$ cat config.mk
export PLATFORM = sky130hd
export DESIGN_NAME = sc_const_bank
export DESIGN_NICKNAME = d
export VERILOG_FILES = /design/src/rtl/sc_const_bank.sv
export SDC_FILE = /design/constraint.sdc
export NUM_CORES = 1
export LEC_CHECK = 0
export ABC_AREA = 1
export BUFFER_PORTS_ARGS = -buffer_cell sky130_fd_sc_hd__buf_4
export CAP_MARGIN = 20
export CORE_ASPECT_RATIO = 1.25
export CORE_MARGIN = 2
export CORE_UTILIZATION = 57
export CTS_BUF_LIST = sky130_fd_sc_hd__clkbuf_16
export DETAILED_ROUTE_END_ITERATION = 8
export GPL_TIMING_DRIVEN = 0
export HOLD_SLACK_MARGIN = 0.05
export PLACE_DENSITY_LB_ADDON = 0.25
export SYNTH_ARGS = -nofsm -noshare
export SYNTH_HDL_FRONTEND = slang
export SYNTH_SLANG_ARGS = --single-unit
$ cat constraint.sdc
create_clock -name clk -period 2.27 [get_ports clk]
set_clock_uncertainty 0.2 [all_clocks]
set_input_delay 0.1135 -clock clk [delete_from_list [all_inputs] [get_ports clk]]
set_output_delay 0.1135 -clock clk [all_outputs]
set_load 0.05 [all_outputs]
$ cat src/rtl/sc_const_bank.sv
// -----------------------------------------------------------------------------
// sc_const_bank
//
// Bank of stochastic-computing constant generators. A single WIDTH-bit
// maximal-length Fibonacci LFSR (or, in counter mode, the phase counter) is
// compared against a per-channel value, so each channel emits exactly
// active_value ones in every P = 2^WIDTH-1 cycle period.
//
// New values are written into per-channel shadow registers and take effect
// together at the period boundary (or immediately on restart), so a period
// never mixes old and new values.
//
// Ports
//   clk           in   clock
//   n_rst         in   asynchronous active-low reset
//   en            in   advance the generator; low holds outputs and state
//   restart       in   synchronous period restart (overrides en)
//   mode          in   0 = LFSR (random), 1 = counter (unary); sampled at
//                      the boundary or on restart
//   wr_en         in   value write request
//   wr_addr       in   target channel
//   wr_data       in   new value (ones per period)
//   wr_ready      out  write accept (channel has no pending value)
//   out           out  registered bitstreams, one bit per channel
//   period_start  out  high on the first output bit of each period
// -----------------------------------------------------------------------------
module sc_const_bank #(
  parameter int                          CHANNELS    = 4,
  parameter int                          WIDTH       = 9,
  parameter int                          SEED        = 1,
  parameter logic [CHANNELS*WIDTH-1:0]   INIT_VALUES = '0,
  localparam int                         ADDR_W      = (CHANNELS > 1) ? $clog2(CHANNELS) : 1
) (
  input  logic                clk,
  input  logic                n_rst,
  input  logic                en,
  input  logic                restart,
  input  logic                mode,
  input  logic                wr_en,
  input  logic [ADDR_W-1:0]   wr_addr,
  input  logic [WIDTH-1:0]    wr_data,
  output logic                wr_ready,
  output logic [CHANNELS-1:0] out,
  output logic                period_start
);

  typedef enum logic {
    MODE_LFSR  = 1'b0,
    MODE_COUNT = 1'b1
  } mode_e;

  // Feedback taps of a primitive polynomial for each supported width; bit
  // (t-1) is set for every tap t of the polynomial.
  function automatic logic [15:0] tap_table(input int w);
    case (w)
      4:       tap_table = 16'h000C;
      5:       tap_table = 16'h0014;
      6:       tap_table = 16'h0030;
      7:       tap_table = 16'h0060;
      8:       tap_table = 16'h00B8;
      9:       tap_table = 16'h0110;
      10:      tap_table = 16'h0240;
      11:      tap_table = 16'h0500;
      12:      tap_table = 16'h0829;
      13:      tap_table = 16'h100D;
      14:      tap_table = 16'h2015;
      15:      tap_table = 16'h6000;
      16:      tap_table = 16'hD008;
      default: tap_table = 16'h0000;
    endcase
  endfunction

  // Rotate left by s places; the doubled word avoids a shift by WIDTH when
  // s is zero.
  function automatic logic [WIDTH-1:0] rotl(input logic [WIDTH-1:0] x, input int s);
    logic [2*WIDTH-1:0] d;
    d = {x, x} << s;
    return d[2*WIDTH-1:WIDTH];
  endfunction

  localparam logic [15:0]       TAPS16 = tap_table(WIDTH);
  localparam logic [WIDTH-1:0]  TAPS   = TAPS16[WIDTH-1:0];
  localparam logic [WIDTH-1:0]  SEED_V = WIDTH'(SEED);
  // Last phase of the period, P-1 = 2^WIDTH-2.
  localparam logic [WIDTH-1:0]  P_LAST = {{(WIDTH-1){1'b1}}, 1'b0};

  logic [WIDTH-1:0]    lfsr_q, lfsr_d;
  logic [WIDTH-1:0]    phase_q, phase_d;
  logic [WIDTH-1:0]    active_q [CHANNELS];
  logic [WIDTH-1:0]    active_d [CHANNELS];
  logic [WIDTH-1:0]    shadow_q [CHANNELS];
  logic [WIDTH-1:0]    shadow_d [CHANNELS];
  logic [CHANNELS-1:0] pending_q, pending_d;
  logic [CHANNELS-1:0] out_q, out_d;
  logic                ps_q, ps_d;
  mode_e               amode_q, amode_d;

  logic [CHANNELS-1:0] addr_hit;
  logic                wr_fire;
  logic                boundary;
  logic [WIDTH-1:0]    lfsr_next;
  logic [WIDTH-1:0]    ref_val [CHANNELS];

  // Address decode. An out-of-range address hits no channel, so it always
  // reads as ready and any write to it is silently dropped.
  always_comb begin
    for (int k = 0; k < CHANNELS; k++) begin
      addr_hit[k] = (wr_addr == ADDR_W'(k));
    end
  end

  assign wr_ready  = ~|(addr_hit & pending_q);
  assign wr_fire   = wr_en & wr_ready;
  assign boundary  = en & (phase_q == P_LAST);
  assign lfsr_next = {lfsr_q[WIDTH-2:0], ^(lfsr_q & TAPS)};

  // Comparison reference per channel. The LFSR never holds zero, so the
  // rotated value minus one spans 0..P-1 exactly once per period; the
  // rotation decorrelates the channels from each other.
  always_comb begin
    for (int k = 0; k < CHANNELS; k++) begin
      if (amode_q == MODE_COUNT) begin
        ref_val[k] = phase_q;
      end else begin
        ref_val[k] = rotl(lfsr_q, k % WIDTH) - WIDTH'(1);
      end
    end
  end

  // NOTE: every variable gets its hold value first, so no path through this
  // block leaves one unassigned and no latch is inferred.
  always_comb begin
    lfsr_d    = lfsr_q;
    phase_d   = phase_q;
    out_d     = out_q;
    ps_d      = ps_q;
    amode_d   = amode_q;
    pending_d = pending_q;
    active_d  = active_q;
    shadow_d  = shadow_q;

    if (restart) begin
      lfsr_d  = SEED_V;
      phase_d = '0;
      out_d   = '0;
      ps_d    = 1'b0;
      amode_d = mode_e'(mode);
      // Pending values and a write arriving on this very edge commit at once.
      for (int k = 0; k < CHANNELS; k++) begin
        if (pending_q[k]) active_d[k] = shadow_q[k];
        if (wr_fire && addr_hit[k]) active_d[k] = wr_data;
      end
      pending_d = '0;
    end else begin
      if (en) begin
        for (int k = 0; k < CHANNELS; k++) begin
          out_d[k] = (ref_val[k] < active_q[k]);
        end
        ps_d    = (phase_q == '0);
        lfsr_d  = lfsr_next;
        phase_d = boundary ? '0 : phase_q + WIDTH'(1);
      end

      if (boundary) begin
        for (int k = 0; k < CHANNELS; k++) begin
          if (pending_q[k]) active_d[k] = shadow_q[k];
        end
        pending_d = '0;
        amode_d   = mode_e'(mode);
      end

      // Placed after the commit so a write on the boundary edge waits for
      // the following boundary.
      for (int k = 0; k < CHANNELS; k++) begin
        if (wr_fire && addr_hit[k]) begin
          shadow_d[k]  = wr_data;
          pending_d[k] = 1'b1;
        end
      end
    end
  end

  // NOTE: non-blocking assignments here so every register samples the
  // pre-edge values computed above, independent of statement order.
  always_ff @(posedge clk or negedge n_rst) begin
    if (!n_rst) begin
      lfsr_q    <= SEED_V;
      phase_q   <= '0;
      pending_q <= '0;
      out_q     <= '0;
      ps_q      <= 1'b0;
      amode_q   <= MODE_LFSR;
      // NOTE: the value arrays are small register banks, not RAM, so they are
      // reset; this keeps a reset mid-period from leaking stale shadows.
      for (int k = 0; k < CHANNELS; k++) begin
        active_q[k] <= INIT_VALUES[k*WIDTH +: WIDTH];
        shadow_q[k] <= '0;
      end
    end else begin
      lfsr_q    <= lfsr_d;
      phase_q   <= phase_d;
      pending_q <= pending_d;
      out_q     <= out_d;
      ps_q      <= ps_d;
      amode_q   <= amode_d;
      for (int k = 0; k < CHANNELS; k++) begin
        active_q[k] <= active_d[k];
        shadow_q[k] <= shadow_d[k];
      end
    end
  end

  assign out          = out_q;
  assign period_start = ps_q;

endmodule

==> flow_metrics.tcl <==
set metrics [dict create \
    status "finished, violations left" \
    violations "setup timing" \
    finalSetupTns_ns -0.975 \
    final_area_um2 7820 \
    r2r-end "out[2]" \
    placed_cell_area_um2 6950 \
    design.core.area_um2 11100 \
    busiest_layer "met2" \
    synth_largest_area_cell "dfrtp_1" \
    period_minus_slack_ns 2.56 \
    seq_area_frac_synth 0.383 \
    power.density_nw_per_um2 746 \
    fin_crit_sh 1.13 \
    use_met2 0.544 \
    power_frac_comb 0.343 \
    final_layout_size_suffix_gt1_frac 0.184 \
    min_path_type "input pin to flop" \
    finalSetupViolations 4 \
    dieArea_um2 12300 \
    hold_end "shadow_q[31]" \
    drv_cap 0 \
    place_congestion 1.03 \
    r2r_setup_slack_ns -0.29 \
    antenna_found_initial 0 \
    vdd_drop_max_mv 0.451 \
    grt_max_degree 72 \
    antenna_cells 0 \
    yosys_warnings 0 \
    relSlewSlack 0.641 \
    syn2layout_area_growth_pct 19.8 \
    required_ns 2.35 \
    num_vias 6442 \
    clock_path_buffers 2 \
    min_from "wr_data[4]" \
    root_buffer "clkbuf_16" \
    pre_cts_slack_ns -0.539 \
    drt-vias-per-instance 5.86 \
    worst-slew-pin-transition_ns 0.539 \
    grt_pass1_vias 6089 \
    r2r-start "lfsr_q[0]" \
    syn_inst 897 \
    seq_area_um2 2510 \
    antenna_left 0 \
    switching_share 0.380 \
    ys_types 39 \
    fmax_ghz 0.391 \
    wl_per_cell_um 17.9 \
    start_kind "flop" \
    critPathKind "flop to flop" \
    intPower_mw 3.62 \
    dp.cells 1053 \
    grt_use_met3 0.0527 \
    multi_input_comb_area_um2 3800 \
    fp.dieW_um 99.7 \
    grt_pass1_wl_mm 31.1 \
    syn_avg_cell_area_um2 7.28 \
    synthesis.area_um2 6530 \
    clock-sinks 100 \
    fillers 923 \
    timing.final.ws_setup_ns -0.287 \
    p_leak_nw 4.05 \
    power.switching_mw 2.22 \
    finalHoldViolations 0 \
    cp_data_arrival_time_ns 2.64 \
    timing.hold.ws_ns 0.0505 \
    first_pass_iters 5 \
    port_buffers 20 \
    worstPathMaxFanout 6 \
    io_pins 23 \
    synth.area.top_cells "dfrtp_1 (38%), nand2_1 (14%), ha_1 (8.2%)" \
    synth_top_area_share 0.379 \
    cts_tree "built" \
    total_power_mw 5.84 \
    stdcell_count 1100 \
    cts_made_buffers 9 \
    dp_hpwl_mm 13.9 \
    synth-seq-cells 100 \
    finalMaxSlewViolations 0 \
    grt_util_met1 0.417 \
    crit_path_end_kind "flop" \
    rsz0062_at_grt "true" \
    initialDrtViolationCount 485 \
    syn-num-nets 957 \
    rows 43 \
    drc 0 \
    routed_wl_mm 19.7 \
    seqPwrFrac 0.396 \
    worstHoldPathCells 3 \
    nets 1020 \
    start_util 0.586 \
    htreeDepth 3 \
    grt_util_all_layers 0.327 \
    clock_latency_ns 0.35 \
    dieHeight_um 124 \
    clkPwrFrac 0.261 \
    fin_util 0.702 \
    overflow 0 \
    path_clk_slew_ns 0.08 \
    r2r_cells 12 \
]
==> cells by family (layout without fill, tap and decap cells) <==
logic type	count (synthesis)	in the layout	share of synthesized area
AO/OA/AOI/OAI	163	163	0.137
buffers and inverters	146	214	0.0904
XOR/XNOR	6	6	0.00805
adder cells (fa/ha/maj)	43	43	0.0824
AND/OR/NAND/NOR	435	435	0.292
flip-flops	100	100	0.383
multiplexers	4	4	0.00613
==> registers in the layout, summed over array words and instances (netlist names) <==
name / flops
active_q: 36
period_start: 1
out: 4
pending_q: 4
shadow_q: 36
phase_q: 9
amode_q: 1
lfsr_q: 9
==> worst max-delay path, cell delays in order, from the launching register on <==
cell and delay (ns):
dfstp_2 0.57, clkinv_4 0.12, ha_4 0.20, nand2_4 0.09
nor2_4 0.06, nand2_4 0.09, nor2_4 0.05, a221oi_2 0.28
ha_1 0.31, a21oi_2 0.17, o21a_1 0.16, nand3_2 0.09
o21ai_1 0.11
==> synthesized netlist by cell type, drive strengths merged <==
library cell    n
dfrtp          99
xor2            6
a21oi          63
clkinv          1
nand4          40
o31ai           1
a221oi          1
nand2         243
clkbuf         22
or2             1
o41ai           1
a31oi           3
a211oi          2
nor2           80
nor3            4
dfstp           1
o21ai          76
nor4            1
nand3          66
buf            19
o22ai           9
inv           104
ha             43
mux2i           4
o211ai          2
o21a            5
==> power by group through the flow <==
stage	Sequential, mW	Clock (mW)	Combinational, mW
finish	2.31	1.52	2.00
global route	2.35	1.58	2.25
CTS	2.30	1.51	1.88
detailed placement	2.33	0	1.75
global placement	2.32	0	1.70
floorplan	2.33	0	1.23
==> cells in the final DEF (no fill, tap or decap), drive strengths merged, types with 13 or more instances in the layout <==
cell         count
nand2          243
inv            105
dfrtp           99
nor2            80
o21ai           76
nand3           66
a21oi           63
buf             58
ha              43
nand4           40
clkbuf          31
dlygate4sd3     13
==> what timing repair did <==
action | CTS | global route
resized for setup | 47 | 54
endpoints found under the hold margin | 125 | 0
buffers inserted | 9 | 9
hold buffers | 13 | 0
pin swaps | 20 | 29
setup endpoints to repair | 14 | 44
==> worst max path at each step <==
stage               startpoint     end  depth (start not counted)
detailed placement   lfsr_q[7]  out[3]                         15
floorplan            lfsr_q[0]  out[2]                         14
CTS                  lfsr_q[0]  out[2]                         12
global placement     lfsr_q[7]  out[3]                         15
finish               lfsr_q[0]  out[2]                         12
global route         lfsr_q[0]  out[0]                         12
==> final cells by class <==
type / instances / area share
inverters: 105 / 0.0523
multi-input cells: 651 / 0.485
well taps: 135 / 0.0216
plain buffers: 41 / 0.0262
repair buffers: 52 / 0.0571
clock buffers: 9 / 0.0288
clock inverters: 7 / 0.00768
flip-flops and latches: 100 / 0.321
==> metal layers <==
| layer | vias to the layer above | wire length, um |
|---|---|---|
| li1 | 3091 | - |
| met1 | 2985 | 7880 |
| met2 | 297 | 9360 |
| met3 | 69 | 1410 |
| met4 | 0 | 1010 |
| met5 | - | 0 |
No activity file was read; power rests on OpenSTA's default activity.
